## src/rtl/note_decoder.sv

```systemverilog
// Tone period meter and piano note decoder: measures rising-edge spacing of a square-wave
// tone and reports a one-hot note once CONFIRM consecutive periods classify the same way.
module note_decoder #(
  parameter int unsigned TOL     = 1024,
  parameter int unsigned CONFIRM = 2,
  parameter int unsigned TIMEOUT = 131000
) (
  input  logic        clk,
  input  logic        reset,
  input  logic        tone_in,
  output logic [7:0]  note,
  output logic        valid,
  output logic        note_strobe,
  output logic [16:0] period
);

  typedef enum logic [1:0] {StIdle, StMeasure, StLocked} state_e;

  localparam logic [16:0] CntMax     = 17'h1ffff;
  localparam logic [16:0] TolLim     = 17'(TOL);
  localparam logic [16:0] TimeoutLim = 17'(TIMEOUT);
  localparam logic [2:0]  ConfirmLim = 3'(CONFIRM);

  // Nominal periods in clocks, same bit order as the note output (C .. C2).
  localparam logic [16:0] Nominal [8] = '{
    17'd95567, 17'd85122, 17'd75851, 17'd71593,
    17'd63777, 17'd56819, 17'd50619, 17'd47775
  };

  state_e      state;
  logic        s0, s1, s2;
  logic        rise;
  logic        timeout;
  logic [16:0] cnt;
  logic [16:0] diff;
  logic [7:0]  cls;
  logic [7:0]  cand;
  logic        found;
  logic [2:0]  match_cnt;
  logic [2:0]  match_next;

  assign rise    = s1 & ~s2;
  assign timeout = (cnt >= TimeoutLim);

  // cnt holds the period ending in a rise cycle, so classify it directly.
  always_comb begin
    cls   = '0;
    found = 1'b0;
    diff  = '0;
    for (int i = 0; i < 8; i++) begin
      diff = (cnt >= Nominal[i]) ? (cnt - Nominal[i]) : (Nominal[i] - cnt);
      if (!found && (diff <= TolLim)) begin
        cls[i] = 1'b1;
        found  = 1'b1;
      end
    end
  end

  always_comb begin
    if ((cls != 8'd0) && (cls == cand)) begin
      match_next = match_cnt + 3'd1;
    end else begin
      match_next = {2'b00, (cls != 8'd0)};
    end
  end

  always_ff @(posedge clk) begin
    if (reset) begin
      state       <= StIdle;
      s0          <= 1'b0;
      s1          <= 1'b0;
      s2          <= 1'b0;
      cnt         <= '0;
      cand        <= '0;
      match_cnt   <= '0;
      note        <= '0;
      valid       <= 1'b0;
      note_strobe <= 1'b0;
      period      <= '0;
    end else begin
      s0          <= tone_in;
      s1          <= s0;
      s2          <= s1;
      note_strobe <= 1'b0;

      if (rise) begin
        cnt <= 17'd1;
      end else if (cnt != CntMax) begin
        cnt <= cnt + 17'd1;
      end

      if (rise) begin
        case (state)
          StIdle: begin
            state     <= StMeasure;
            cand      <= '0;
            match_cnt <= '0;
          end
          StMeasure: begin
            period    <= cnt;
            cand      <= cls;
            match_cnt <= match_next;
            // match_next is nonzero only for a real note, so locking never latches NONE.
            if (match_next == ConfirmLim) begin
              state       <= StLocked;
              note        <= cls;
              valid       <= 1'b1;
              note_strobe <= 1'b1;
            end
          end
          StLocked: begin
            period <= cnt;
            if (cls != note) begin
              cand      <= cls;
              match_cnt <= {2'b00, (cls != 8'd0)};
              if ((ConfirmLim == 3'd1) && (cls != 8'd0)) begin
                note        <= cls;
                valid       <= 1'b1;
                note_strobe <= 1'b1;
              end else begin
                state <= StMeasure;
                note  <= '0;
                valid <= 1'b0;
              end
            end
          end
          default: begin
            state <= StIdle;
          end
        endcase
      end else if ((state != StIdle) && timeout) begin
        state <= StIdle;
        note  <= '0;
        valid <= 1'b0;
      end
    end
  end

endmodule
```

## config.mk

```make
export PLATFORM = sky130hd
export DESIGN_NAME = note_decoder
export DESIGN_NICKNAME = d
export VERILOG_FILES = /design/src/rtl/note_decoder.sv
export SDC_FILE = /design/constraint.sdc
export NUM_CORES = 1
export LEC_CHECK = 0
export BUFFER_PORTS_ARGS = -buffer_cell sky130_fd_sc_hd__buf_2
export CAP_MARGIN = 20
export CORE_ASPECT_RATIO = 0.7
export CORE_MARGIN = 2
export CORE_UTILIZATION = 43
export CTS_CLUSTER_SIZE = 30
export DETAILED_ROUTE_END_ITERATION = 16
export SYNTH_ARGS = -nofsm -noshare
export SYNTH_HDL_FRONTEND = slang
export SYNTH_SLANG_ARGS = --single-unit
```

## constraint.sdc

```tcl
create_clock -name clk -period 8.5 [get_ports clk]
set_input_delay 1.7 -clock clk [delete_from_list [all_inputs] [get_ports clk]]
set_output_delay 1.7 -clock clk [all_outputs]
set_load 0.1 [all_outputs]
```

After elaboration in Yosys (flattened, before gate mapping)
Index checks and enable logic that the tools add are counted.
{"block": "totals", "register_bits": 60, "inputBits": 3, "output_inout_bits": 27}
{"block": "op_classes", "addsub": 18, "n_lt_le_gt_ge": 17, "n_eq_ne": 10, "mux": 45, "n_bitwise": 4, "reduce_logical": 29}
{"cell": "<= comparator 17 x 11 -> 1 bit (second input constant)", "n": 8}
{"cell": "2-to-1 mux 17 bit", "n": 8}
{"cell": "greater-or-equal comparator 17 bit (second input constant)", "n": 5}
{"cell": "greater-or-equal comparator 17 x 16 -> 1 bit (second input constant)", "n": 4}
{"cell": "subtractor 16 x 17 -> 17 bit (first input constant)", "n": 4}
{"cell": "subtractor 17 x 16 -> 17 bit (second input constant)", "n": 4}
{"cell": "subtractor 17 bit (first input constant)", "n": 4}
{"cell": "subtractor 17 bit (second input constant)", "n": 4}
{"cell": "2-to-1 mux 8 bit", "n": 5}
{"cell": "case mux 8 bit (3 select lines)", "n": 1}
{"cell": "2-to-1 mux 1 bit", "n": 21}
{"cell": "adder 17 x 1 -> 17 bit (second input constant)", "n": 1}
{"cell": "inequality test 17 bit (second input constant)", "n": 1}
{"cell": "case mux 8 bit (2 select lines)", "n": 1}
{"cell": "logical AND 1 bit", "n": 9}
{"cell": "case mux 3 bit (3 select lines)", "n": 1}
{"cell": "equality test 8 bit", "n": 1}
{"cell": "2-to-1 mux 2 bit", "n": 4}
{"cell": "inequality test 8 bit", "n": 1}
{"cell": "nonzero test 8 bit", "n": 1}
{"cell": "logical NOT 1 bit", "n": 7}
{"cell": "2-to-1 mux 3 bit", "n": 2}
{"cell": "inequality test 3 bit (second input constant)", "n": 2}
{"cell": "case mux 2 bit (3 select lines)", "n": 1}
{"cell": "17 further kinds", "n": 23}

Depth between registers and ports, before layout
Gate-level depths: netlist of the first run.
{"block": "logic_depth", "ltp_word": 32, "mapped_depth": 20, "mapped_depth_nobuf": 15}

Worst setup path after synthesis of the first run
Ideal clock, no wire load.
{"block": "synth_path", "path_type": "register to register", "startpoint": "register cnt[2]", "endpoint": "register cand[1]", "setup_ns": 0.128, "arrival_time_ns": 4.472, "t_required_ns": 8.372, "setup_slack_ns": 3.901, "stages_incl_launch_ff": 20, "synth_period_minus_slack_ns": 4.599, "cell_sequence": "dfxtp_1 -> buf_6 -> clkbuf_1 -> inv_1 -> ha_1 -> or4b_1 -> buf_2 -> a311o_1 -> a31oi_4 -> mux2_1 -> a22o_1 -> o31ai_2 -> nand2_1 -> xnor2_1 -> a2111oi_2 -> o211ai_2 -> nor3b_4 -> buf_6 -> mux2i_1 -> nor2_1"}
{"block": "synth_via", "elab_chain_cells": 28, "elab_cells_between_ends": 73}
{"item": "start, declared", "line": "34", "source": "logic [16:0] cnt;"}
{"item": "start signal, assigned", "line": "89", "source": "cnt <= cnt + 17'd1;"}
{"item": "subtractor 17 bit or greater-or-equal comparator 17 bit (tied branches)", "line": "51", "source": "diff = (cnt >= Nominal[i]) ? (cnt - Nominal[i]) : (Nominal[i] - cnt);"}
{"item": "2-to-1 mux 17 bit", "line": "51"}
{"item": "<= comparator 17 x 11 -> 1 bit", "line": "52", "source": "if (!found && (diff <= TolLim)) begin"}
{"item": "2-to-1 mux 1 bit", "line": "52"}
{"item": "logical NOT 1 bit", "line": "52"}
{"item": "logical AND 1 bit", "line": "52"}
{"item": "2-to-1 mux 1 bit", "line": "52"}
{"item": "logical NOT 1 bit", "line": "52"}
{"item": "(+12 left out)"}
{"item": "logical AND 1 bit", "line": "52"}
{"item": "2-to-1 mux 1 bit", "line": "52"}
{"item": "logical NOT 1 bit", "line": "52"}
{"item": "logical AND 1 bit", "line": "52"}
{"item": "2-to-1 mux 1 bit", "line": "52"}
{"item": "inequality test 8 bit", "line": "113", "source": "if (cls != note) begin"}
{"item": "inequality test 2 bit (no source line)"}
{"item": "AND reduction 3 bit (no source line)"}
{"item": "end signal, assigned", "line": "101", "source": "cand <= cls;"}
{"item": "end signal, assigned", "line": "114", "source": "cand <= cls;"}
{"item": "end, declared", "line": "37", "source": "logic [7:0] cand;"}
Several ways; a longest one is shown, not always the timed one. The select of a mux whose other input is x is not followed.
A chain may end at the register's enable or synchronous reset.

Final worst setup path of the first run
{"block": "layout_path", "startpoint": "register cnt[7]", "endpoint": "register note[7]"}
{"block": "layout_via", "elab_chain_cells": 31, "elab_cells_between_ends": 83}
{"item": "subtractor 17 bit or greater-or-equal comparator 17 bit (tied branches)", "line": "51"}
{"item": "2-to-1 mux 17 bit", "line": "51"}
{"item": "<= comparator 17 x 11 -> 1 bit", "line": "52"}
{"item": "2-to-1 mux 1 bit", "line": "52"}
{"item": "logical NOT 1 bit", "line": "52"}
{"item": "logical AND 1 bit", "line": "52"}
{"item": "2-to-1 mux 1 bit", "line": "52"}
{"item": "logical NOT 1 bit", "line": "52"}
{"item": "(+15 left out)"}
{"item": "logical AND 1 bit", "line": "52"}
{"item": "2-to-1 mux 1 bit", "line": "52"}
{"item": "equality test 8 bit or nonzero test 8 bit (tied branches)", "line": "60, 63"}
{"item": "logical AND 1 bit", "line": "60", "source": "if ((cls != 8'd0) && (cls == cand)) begin"}
{"item": "2-to-1 mux 3 bit", "line": "60"}
{"item": "equality test 3 x 2 -> 1 bit", "line": "104", "source": "if (match_next == ConfirmLim) begin"}
{"item": "inequality test 3 bit (no source line)"}
{"item": "AND reduction 4 bit (no source line)"}
{"item": "end signal, assigned", "line": "106", "source": "note <= cls;"}
{"item": "end signal, assigned", "line": "117", "source": "note <= cls;"}
{"item": "end, declared", "line": "11", "source": "output logic [7:0] note,"}
Several ways; a longest one is shown, not always the timed one. The select of a mux whose other input is x is not followed.

==> impl_metrics.sql, run 1 <==
INSERT INTO impl_metrics (metric_group, metric, value, unit) VALUES
('status', 'run_status', 'complete, no violations', ''),
('layout', 'layout-drive-gt1-share', '11.5', '%'),
('route', 'detail_route.first_pass.iterations', '6', ''),
('worst_setup_path', 'cp_data_arrival_time', '6110', 'ps'),
('yosys', 'synth-async-reset-ratio', '0', '%'),
('grt', 'grt_start_max_net_pins', '52', ''),
('yosys', 'synth_simple_gate_area_share', '30.1', '%'),
('power_and_ir_drop', 'worst_ir_drop_vdd', '0.0948', 'mV'),
('layout', 'num-nets-final', '1244', ''),
('yosys', 'synth.yosys.seq_area_share', '13.4', '%'),
('clocking', 'cts_hold_repair.buffers', '0', ''),
('worst_hold_path', 'hold_path.class', 'flop to flop', ''),
('clocking', 'clk_pin_slew', '60', 'ps'),
('grt', 'antenna_violations_before_repair', '1', ''),
('grt', 'grt_first_pass_wirelength', '59.0', 'mm'),
('yosys', 'synthDominantAreaCellType', 'sky130_fd_sc_hd__dfxtp_1', ''),
('yosys', 'synth_top_cells_by_area', 'sky130_fd_sc_hd__dfxtp_1 (13%), sky130_fd_sc_hd__xnor2_1 (7.0%), sky130_fd_sc_hd__a21oi_1 (5.2%), sky130_fd_sc_hd__nand2_1 (5.1%), sky130_fd_sc_hd__ha_1 (4.3%)', ''),
('route', 'post_drt_via_cell_ratio', '6.97', ''),
('clocking', 'clk-insertion-delay-late', '340', 'ps'),
('placement', 'gp_routability_congestion', '1.03', ''),
('worst_setup_path', 'req_time_crit_path', '8680', 'ps'),
('clocking', 'tritoncts.num_buffers', '9', ''),
('sta', 'report.final.setup_viol', '0', ''),
('yosys', 'dominant_combinational_cell_family_by_area_after_synthesis', 'compound AO/OA/AOI/OAI gates', ''),
('yosys', 'synthXorXnorAreaFrac', '8.00', '%'),
('route', 'routed_wl', '38.1', 'mm'),
('worst_setup_path', 'critPathSlowestCell', 'sky130_fd_sc_hd__dfxtp_2', ''),
('sta', 'crit_path_time_final', '5930', 'ps'),
('clocking', 'cts_num_sinks', '60', ''),
('yosys', 'synth.distinct_cells', '109', ''),
('route', 'drc', '0', ''),
('clocking', 'cts_htree_levels', '3', ''),
('grt', 'grt_pass1_vias', '9399', ''),
('yosys', 'mapped_avg_cell_area', '7.14', 'um^2'),
('yosys', 'netlist_area', '8980', 'um^2'),
('sta', 'post-route-period-util', '69.8', '%'),
('worst_setup_path', 'reg2reg_to', 'note[7]', ''),
('worst_setup_path', 'worst_setup_path_end_kind', 'flop', ''),
('sta', 'hold_viol_final', '0', ''),
('run', 'cap_violations', '0', ''),
('yosys', 'number_of_enable_type_register_cells_in_the_synthesized_netlist', '0', ''),
('placement', 'post-dp-hpwl', '27.5', 'mm'),
('sta', 'max_freq', '0.169', 'GHz'),
('layout', 'n_antenna_cell', '0', ''),
('layout', 'area_delta_synth_final', '5.14', '%'),
('die', 'io-pin-count', '30', ''),
('sta', 'worst_pin_slew', '955', 'ps'),
('yosys', 'synth_top_area_share', '13.4', '%'),
('worst_setup_path', 'worst-path-max-fanout', '34', ''),
('power_and_ir_drop', 'power_density_relative_to_cell_area', '81.7', 'nW/um^2'),
('sta', 'timing.final.ws_setup', '2570', 'ps'),
('worst_hold_path', 'hold-path-cell-count', '1', ''),
('route', 'routed-via-count', '10385', ''),
('die', 'die_area', '22100', 'um^2'),
('worst_hold_path', 'timing.hold.worst_endpoint', 's1', ''),
('placement', 'detailedPlace.worstSlack', '2860', 'ps'),
('yosys', 'postSynthRegisterBits', '60', ''),
('route', 'drt-wirelength-per-cell', '25.6', 'um'),
('layout', 'final_cell_area', '9440', 'um^2'),
('yosys', 'synth_nets', '1292', ''),
('layout', 'layout.cells.non_filler', '1491', ''),
('placement', 'port-buffer-count', '29', ''),
('grt', 'grt_overflow', '0', ''),
('die', 'fp.coreArea', '20600', 'um^2'),
('die', 'rows', '44', ''),
('route', 'ant_nets', '0', ''),
('die', 'die_width', '177', 'um'),
('sta', 'finalSetupTns', '0', 'ps'),
('die', 'floorplan.initialDensity', '43.6', '%'),
('worst_setup_path', 'rr_worst_depth', '14', ''),
('yosys', 'synth_compound_area_share', '32.3', '%');
==> synthesized netlist by cell type, types with 15 or more instances <==
cell type                  number
sky130_fd_sc_hd__nor2b_1       24
sky130_fd_sc_hd__a21oi_1       93
sky130_fd_sc_hd__nand2b_1      16
sky130_fd_sc_hd__buf_2         46
sky130_fd_sc_hd__nor4_1        19
sky130_fd_sc_hd__and2_1        16
sky130_fd_sc_hd__inv_1         31
sky130_fd_sc_hd__nor3_1        32
sky130_fd_sc_hd__ha_1          31
sky130_fd_sc_hd__o211ai_1      17
sky130_fd_sc_hd__a31oi_1       28
sky130_fd_sc_hd__nand3_1       42
sky130_fd_sc_hd__o21ai_0       54
sky130_fd_sc_hd__mux2i_1       30
sky130_fd_sc_hd__and3_1        25
sky130_fd_sc_hd__dfxtp_1       60
sky130_fd_sc_hd__nand4_1       18
sky130_fd_sc_hd__nor2_1        94
sky130_fd_sc_hd__o22ai_1       15
sky130_fd_sc_hd__clkbuf_1      38
sky130_fd_sc_hd__nand2_1      121
sky130_fd_sc_hd__xnor2_1       72
==> registers in the layout (all words and copies together) (netlist names) <==
name         cells
s1               1
cnt             17
cand             8
s2               1
match_cnt        3
note             8
state            2
period          17
s0               1
note_strobe      1
valid            1
==> final cells by class <==
class / instances / area [um^2] / area share, %
sequential: 60 / 1210 / 12.8
tap: 276 / 345 / 3.66
inverter: 37 / 139 / 1.47
multi-input combinational: 1048 / 7090 / 75.0
clock inverter: 7 / 98.8 / 1.05
timing repair buffer: 54 / 337 / 3.56
clock buffer: 9 / 225 / 2.39
==> cell usage in the layout (no fill, tap or decap), drive strengths merged, types with 19 or more instances in the layout <==
cell	count
nand2	121
nor2	96
a21oi	96
xnor2	72
dfxtp	60
o21ai	58
buf	54
nand3	42
inv	35
nor3	32
ha	31
mux2i	30
a31oi	29
and3	25
nor2b	24
nor4	22
o211ai	19
==> kinds of logic (layout without fill, tap and decap cells) <==
logic type / after synthesis / count (layout)
muxes: 37 / 37
DFF: 60 / 60
xor gates and xnor gates: 82 / 82
AOI/OAI and AO/OA: 400 / 400
and+or+nand+nor: 498 / 498
buffers and inverters: 150 / 107
adders and majority gates: 31 / 31
==> worst max-delay path: cells and delay by family (launching register included) <==
| kind | cells | cell delay (ps) |
|---|---|---|
| AO/OA/AOI/OAI | 7 | 2030 |
| buffers and inverters | 1 | 480 |
| flip-flops | 1 | 800 |
| AND/OR/NAND/NOR | 6 | 2430 |
==> per-layer routing <==
layer | vias to the layer above | routed length [um] | GRT usage (%)
met5 | - | 14 | 0
met4 | 2 | 1100 | 10.2
met3 | 105 | 5680 | 11.7
met2 | 723 | 14300 | 45.0
met1 | 4942 | 17100 | 52.6
li1 | 4613 | - | -
==> worst max-delay path by stage <==
| stage | start | endpoint | slack [ps] | depth (start not counted) |
|---|---|---|---|---|
| 2_1_floorplan | cnt[2] | cand[1] | 3900 | 19 |
| 3_3_place_gp | cnt[7] | note[2] | 2770 | 14 |
| 3_5_place_dp | cnt[7] | note[2] | 2860 | 14 |
| 4_1_cts | cnt[7] | note[7] | 2820 | 14 |
| 5_1_grt | cnt[7] | note[7] | 2350 | 14 |
| 6_report | cnt[7] | note[7] | 2570 | 14 |
==> where the power goes <==
group / switching (mW) / internal (mW) / total [mW] / leakage (nW)
Clock: 0.153 / 0.258 / 0.411 / 0.156
Sequential: 0.00257 / 0.283 / 0.286 / 0.488
Combinational: 0.0510 / 0.0235 / 0.0745 / 2.88
Power figures use the tool's default switching activity.
==> inputs of run 2 (changes only) <==
clock period = 6.03 ns   (was 8.5 ns; I/O delays follow)
==> impl_metrics.sql, run 2 (same netlist as run 1, synthesis figures left out) <==
INSERT INTO impl_metrics (metric_group, metric, value, unit) VALUES
('sta', 'grt_setup_unrepaired', 'no', ''),
('clocking', 'cts_max_path_buffers', '2', ''),
('worst_setup_path', 'rr_worst_depth', '15', ''),
('layout', 'area_delta_synth_final', '7.65', '%'),
('worst_setup_path', 'critical_path.startpoint_type', 'flop', ''),
('die', 'rows', '44', ''),
('route', 'routed-via-count', '10550', ''),
('worst_setup_path', 'crit_reg_reg_startpoint', 'cnt[1]', ''),
('placement', 'gp_routability_congestion', '1.05', ''),
('clocking', 'tritoncts.num_buffers', '9', ''),
('die', 'die_width', '177', 'um'),
('layout', 'num-nets-final', '1277', ''),
('power_and_ir_drop', 'power.net_switching', '0.294', 'mW'),
('power_and_ir_drop', 'worst_ir_drop_vdd', '0.127', 'mV'),
('route', 'ant_nets', '0', ''),
('layout', 'layout-drive-gt1-share', '13.8', '%'),
('clocking', 'cts-root-buf', 'sky130_fd_sc_hd__clkbuf_16', ''),
('grt', 'grt_overflow', '0', ''),
('grt', 'groute.usage.overall', '34.7', '%'),
('clocking', 'cts_setup_buffers', '0', ''),
('layout', 'final_cell_mix', 'sky130_fd_sc_hd__nand2_1 (121), sky130_fd_sc_hd__nor2_1 (94), sky130_fd_sc_hd__a21oi_1 (93)', ''),
('power_and_ir_drop', 'power_density_relative_to_cell_area', '110', 'nW/um^2'),
('route', 'drt-wirelength-per-cell', '25.5', 'um'),
('sta', 'fin_hold_ws', '438', 'ps'),
('clocking', 'cts_resized', '0', ''),
('grt', 'grt_first_pass_wirelength', '59.2', 'mm'),
('sta', 'hold_viol_final', '0', ''),
('sta', 'final_max_slew_viol_count', '0', ''),
('die', 'fp.coreArea', '20600', 'um^2'),
('route', 'drt_iter0_markers', '1845', ''),
('sta', 'timing.slew.headroom', '43.3', '%'),
('sta', 'crit_path_time_final', '5560', 'ps'),
('worst_setup_path', 'worst_setup_path_end_kind', 'flop', ''),
('worst_setup_path', 'critPathSlowestCell', 'sky130_fd_sc_hd__nor3b_4', ''),
('die', 'io-pin-count', '30', ''),
('clocking', 'clk_pin_slew', '60', 'ps'),
('grt', 'grt_use_met2', '43.5', '%'),
('grt', 'top_usage_layer', 'met1', ''),
('worst_hold_path', 'hold-path-cell-count', '1', ''),
('clocking', 'cts_htree_levels', '3', ''),
('route', 'detail_route.first_pass.iterations', '6', ''),
('layout', 'final_common_cell', 'sky130_fd_sc_hd__nand2_1', ''),
('grt', 'antenna_violations_before_repair', '2', ''),
('power_and_ir_drop', 'leakagePower', '3.68', 'nW'),
('worst_hold_path', 'timing.hold.worst_endpoint', 's1', ''),
('clocking', 'cts_hold_repair.buffers', '0', ''),
('clocking', 'clk-insertion-delay-late', '350', 'ps'),
('grt', 'global_routing_met3_resource_utilization', '14.1', '%'),
('power_and_ir_drop', 'pwr-share-seq', '38.0', '%'),
('power_and_ir_drop', 'p_int', '0.769', 'mW'),
('die', 'die_height', '125', 'um'),
('worst_setup_path', 'crit_buf_inv', '1', ''),
('worst_setup_path', 'req_time_crit_path', '6240', 'ps'),
('worst_hold_path', 'timing.hold.worst.start', 's0', ''),
('clocking', 'tritoncts', 'built', ''),
('worst_setup_path', 'slowest_delay', '730', 'ps'),
('route', 'drc', '0', ''),
('run', 'cap_violations', '0', ''),
('worst_setup_path', 'cp_data_arrival_time', '5760', 'ps'),
('power_and_ir_drop', 'switching_share', '27.6', '%'),
('worst_hold_path', 'hold_path.class', 'flop to flop', ''),
('layout', 'n_antenna_cell', '0', ''),
('placement', 'placedInstanceArea', '9360', 'um^2'),
('route', 'routed_wl', '38.8', 'mm'),
('status', 'run_status', 'complete, no violations', ''),
('worst_setup_path', 'rrSetupSlack', '470', 'ps'),
('sta', 'post-route-period-util', '92.2', '%'),
('power_and_ir_drop', 'share_comb_of_total_power', '10.2', '%'),
('worst_setup_path', 'worst-path-max-fanout', '14', ''),
('worst_setup_path', 'crit_family', 'simple AND/OR/NAND/NOR gates', ''),
('die', 'floorplan.initialDensity', '43.6', '%'),
('sta', 'finalSetupTns', '0', 'ps'),
('clocking', 'cts_num_sinks', '60', ''),
('layout', 'reg_top3', 'cnt (17), period (17)', ''),
('grt', 'gr-usage-met1', '52.4', '%'),
('power_and_ir_drop', 'clkPwrFrac', '51.8', '%'),
('layout', 'final_cell_area', '9670', 'um^2'),
('placement', 'port-buffer-count', '29', ''),
('grt', 'grt_pass1_vias', '9556', ''),
('grt', 'grt_start_max_net_pins', '37', ''),
('sta', 'max_freq', '0.180', 'GHz'),
('die', 'die_area', '22100', 'um^2'),
('worst_setup_path', 'reg2reg_to', 'cand[6]', ''),
('worst_setup_path', 'timing.critical_path.cells', 'inv_1, ha_1, or4b_1, a311o_1, a31oi_4, mux2_1, a22o_1, o31ai_2, nand2_1, xnor2_1, a2111oi_2, o211ai_2, nor3b_4, mux2i_1, nor2_1', ''),
('placement', 'post-dp-hpwl', '28.9', 'mm'),
('route', 'post_drt_via_cell_ratio', '6.92', ''),
('worst_setup_path', 'path_class', 'flop to flop', ''),
('sta', 'report.final.setup_viol', '0', ''),
('sta', 'skew', '8.46', 'ps'),
('sta', 'worst_pin_slew', '848', 'ps');
run 2: worst max-delay path by stage:
stage                 from  endpoint  slack, ps  cells after the start
detailed placement  cnt[1]   cand[6]        630                     15
floorplan           cnt[2]   cand[1]       1430                     19
CTS                 cnt[1]   cand[1]        600                     15
finish              cnt[1]   cand[6]        470                     15
global placement    cnt[1]   cand[0]        840                     15
global route        cnt[1]   cand[2]         90                     15
run 2: worst register-to-register path: cells and delay by family, from the launching register on:
family,cells,cell delay [ps]
simple gates,4,1730
compound gates,6,1700
mux,2,630
flops,1,450
fa+ha+maj,1,440
xor+xnor,1,260
buf+inv,1,200
run 2: power groups by stage:
stage	logic, mW	registers [mW]	clock network (mW)
CTS	0.102	0.404	0.564
floorplan	0.0710	0.413	0
finish	0.108	0.404	0.550
global placement	0.102	0.412	0
detailed placement	0.101	0.413	0
global route	0.113	0.404	0.578
run 2: layout make-up:
type	count	area, um^2
clock buffers	10	239
clock inverters	6	70.1
fillers	2155	10900
inverters	37	139
multi-input cells	1048	7090
flip-flops and latches	60	1210
well taps	276	345
repair buffers	87	577
run 2: per-stage QoR:
stage          setup WS [ps]  total power, mW  instances  utilization [%]
6_report                 472             1.06       1524             47.0
5_1_grt                 87.3             1.10       1524             47.0
4_1_cts                  597             1.07       1524             47.0
3_5_place_dp             629            0.514       1508             45.5
3_3_place_gp             842            0.515       1507             45.4
2_1_floorplan           1430            0.484       1258                -
run 2: per-layer routing:
| layer | part of all wire [%] | wire length (um) |
|---|---|---|
| met1 | 44 | 16900 |
| met2 | 36 | 14200 |
| met3 | 17 | 6570 |
| met4 | 2.9 | 1140 |
| met5 | 0.070 | 27 |
==> inputs of run 3 (changes only) <==
CELL_PAD_IN_SITES_DETAIL_PLACEMENT = 1   (was default)
CELL_PAD_IN_SITES_GLOBAL_PLACEMENT = 2   (was default)
CORE_UTILIZATION = 38   (was 43)
PLACE_DENSITY_LB_ADDON = 0.1   (was default)
==> impl_metrics.sql, run 3 (same netlist as run 1, synthesis figures left out) <==
INSERT INTO impl_metrics (metric_group, metric, value, unit) VALUES
('status', 'run_status', 'complete, no violations', ''),
('layout', 'area_delta_synth_final', '8.89', '%'),
('worst_setup_path', 'critical_path.startpoint_type', 'flop', ''),
('worst_setup_path', 'req_time_crit_path', '6230', 'ps'),
('worst_setup_path', 'slowest_delay', '700', 'ps'),
('clocking', 'cts_htree_levels', '3', ''),
('sta', 'finalSetupTns', '0', 'ps'),
('grt', 'groute.usage.overall', '34.5', '%'),
('worst_setup_path', 'rrSetupSlack', '570', 'ps'),
('placement', 'port-buffer-count', '29', ''),
('clocking', 'cts_max_path_buffers', '2', ''),
('clocking', 'tritoncts', 'built', ''),
('worst_setup_path', 'path_class', 'flop to flop', ''),
('route', 'routed-via-count', '10523', ''),
('worst_setup_path', 'critPathSlowestCell', 'sky130_fd_sc_hd__dfxtp_1', ''),
('layout', 'final_common_cell', 'sky130_fd_sc_hd__nand2_1', ''),
('worst_setup_path', 'cp_data_arrival_time', '5670', 'ps'),
('die', 'fp.coreArea', '23400', 'um^2'),
('die', 'io-pin-count', '30', ''),
('sta', 'skew', '12.6', 'ps'),
('route', 'detail_route.first_pass.iterations', '5', ''),
('sta', 'final_max_slew_viol_count', '0', ''),
('clocking', 'cts_setup_buffers', '0', ''),
('worst_setup_path', 'timing.critical_path.cells', 'ha_1, nand2_1, o211ai_1, xnor2_1, o31ai_1, a31oi_1, buf_4, xnor2_1, a2111o_1, nor4_1, o2111a_1, o211ai_2, a21oi_2, o32ai_1', ''),
('die', 'floorplan.initialDensity', '38.4', '%'),
('die', 'die_height', '133', 'um'),
('route', 'drt_iter0_markers', '1207', ''),
('placement', 'post-dp-hpwl', '33.1', 'mm'),
('route', 'ant_nets', '0', ''),
('sta', 'timing.slew.headroom', '36.5', '%'),
('power_and_ir_drop', 'switching_share', '27.0', '%'),
('worst_setup_path', 'worst_setup_path_end_kind', 'flop', ''),
('clocking', 'clk_pin_slew', '60', 'ps'),
('route', 'drc', '0', ''),
('worst_hold_path', 'timing.hold.worst_endpoint', 'period[6]', ''),
('grt', 'grt_pass1_vias', '9883', ''),
('route', 'post_drt_via_cell_ratio', '6.69', ''),
('power_and_ir_drop', 'share_comb_of_total_power', '10.8', '%'),
('sta', 'hold_viol_final', '0', ''),
('sta', 'report.final.setup_viol', '0', ''),
('power_and_ir_drop', 'power.net_switching', '0.288', 'mW'),
('power_and_ir_drop', 'p_int', '0.778', 'mW'),
('worst_setup_path', 'rr_worst_depth', '14', ''),
('run', 'cap_violations', '0', ''),
('layout', 'reg_top3', 'cnt (17), period (17)', ''),
('power_and_ir_drop', 'worst_ir_drop_vdd', '0.123', 'mV'),
('layout', 'layout-drive-gt1-share', '14.2', '%'),
('die', 'rows', '47', ''),
('route', 'routed_wl', '43.6', 'mm'),
('power_and_ir_drop', 'p_total', '1.07', 'mW'),
('worst_hold_path', 'hold-path-cell-count', '2', ''),
('sta', 'crit_path_time_final', '5460', 'ps'),
('sta', 'post-route-period-util', '90.6', '%'),
('clocking', 'tritoncts.num_buffers', '9', ''),
('die', 'die_width', '188', 'um'),
('worst_setup_path', 'crit_reg_reg_startpoint', 'cnt[1]', ''),
('die', 'die_area', '24900', 'um^2'),
('route', 'drt-wirelength-per-cell', '27.7', 'um'),
('sta', 'grt_setup_unrepaired', 'no', ''),
('grt', 'antenna_violations_before_repair', '1', ''),
('clocking', 'cts_num_sinks', '60', ''),
('placement', 'placedInstanceArea', '9470', 'um^2'),
('clocking', 'cts-root-buf', 'sky130_fd_sc_hd__clkbuf_16', ''),
('layout', 'final_cell_mix', 'sky130_fd_sc_hd__nand2_1 (121), sky130_fd_sc_hd__nor2_1 (94), sky130_fd_sc_hd__a21oi_1 (93)', ''),
('grt', 'grt_start_max_net_pins', '50', ''),
('sta', 'max_freq', '0.183', 'GHz'),
('grt', 'grt_first_pass_wirelength', '65.3', 'mm'),
('worst_setup_path', 'reg2reg_to', 'note[2]', ''),
('worst_setup_path', 'timing.critical_path.mode_cell', 'sky130_fd_sc_hd__xnor2_1', ''),
('worst_setup_path', 'worst-path-max-fanout', '14', ''),
('power_and_ir_drop', 'pwr-share-seq', '37.9', '%'),
('grt', 'grt_overflow', '0', ''),
('power_and_ir_drop', 'leakagePower', '3.70', 'nW'),
('power_and_ir_drop', 'clkPwrFrac', '51.3', '%'),
('power_and_ir_drop', 'power_density_relative_to_cell_area', '109', 'nW/um^2'),
('worst_hold_path', 'timing.hold.worst.start', 'period[6]', ''),
('layout', 'num-nets-final', '1282', ''),
('sta', 'worst_pin_slew', '946', 'ps'),
('clocking', 'clk-insertion-delay-late', '350', 'ps'),
('layout', 'final_cell_area', '9780', 'um^2'),
('worst_hold_path', 'hold_path.class', 'flop to flop', ''),
('clocking', 'cts_resized', '0', ''),
('clocking', 'cts_hold_repair.buffers', '0', ''),
('placement', 'gp_routability_congestion', '0.991', '');
-- run 3: per-layer routing --
metal / up-vias / part of all wire (%) / GRT usage [%]
met3: 83 / 11 / 11.4
li1: 4694 / - / -
met2: 590 / 38 / 45.9
met4: 0 / 3.1 / 10.3
met1: 5156 / 47 / 51.3
met5: - / 0 / 0
-- run 3: cell type report --
type | instances | area, um^2
fillers | 2974 | 13600
clock inverters | 5 | 58.8
well taps | 318 | 398
inverters | 37 | 139
multi-input cells | 1048 | 7090
repair buffers | 92 | 631
flip-flops and latches | 60 | 1210
clock buffers | 11 | 253
diodes | 1 | 2.50
-- run 3: worst max path at each step --
| stage | from | to | slack (ps) |
|---|---|---|---|
| 3_5_place_dp | cnt[1] | cand[7] | 690 |
| 6_report | cnt[1] | note[2] | 570 |
| 2_1_floorplan | cnt[2] | cand[1] | 1430 |
| 3_3_place_gp | cnt[1] | cand[7] | 680 |
| 5_1_grt | cnt[1] | cand[7] | 270 |
| 4_1_cts | cnt[1] | cand[7] | 660 |
-- run 3: power groups by stage --
stage | combinational [mW] | clock (mW) | sequential, mW
2_1_floorplan | 0.0710 | 0 | 0.413
3_3_place_gp | 0.109 | 0 | 0.412
3_5_place_dp | 0.108 | 0 | 0.412
4_1_cts | 0.109 | 0.554 | 0.403
5_1_grt | 0.120 | 0.574 | 0.404
6_report | 0.115 | 0.547 | 0.404
-- run 3: metrics by stage --
step / hold WS [ps] / util, % / setup WS, ps / std cells
after global placement: 419 / 40.4 / 679 / 1554
after global routing: 470 / 41.8 / 270 / 1571
final: 449 / 41.8 / 565 / 1572
after detailed placement: 445 / 40.4 / 691 / 1555
after CTS: 453 / 41.8 / 660 / 1571
after floorplan: 414 / - / 1430 / 1258
-- run 3: critical path, delay by kind of cell, from the launching register on --
kind                     cells  cell delay, ps
AO/OA/AOI/OAI                8            2840
XOR/XNOR                     2             310
adder cells (fa/ha/maj)      1             540
buffers and inverters        1             220
flip-flops                   1             700
AND/OR/NAND/NOR              2             700
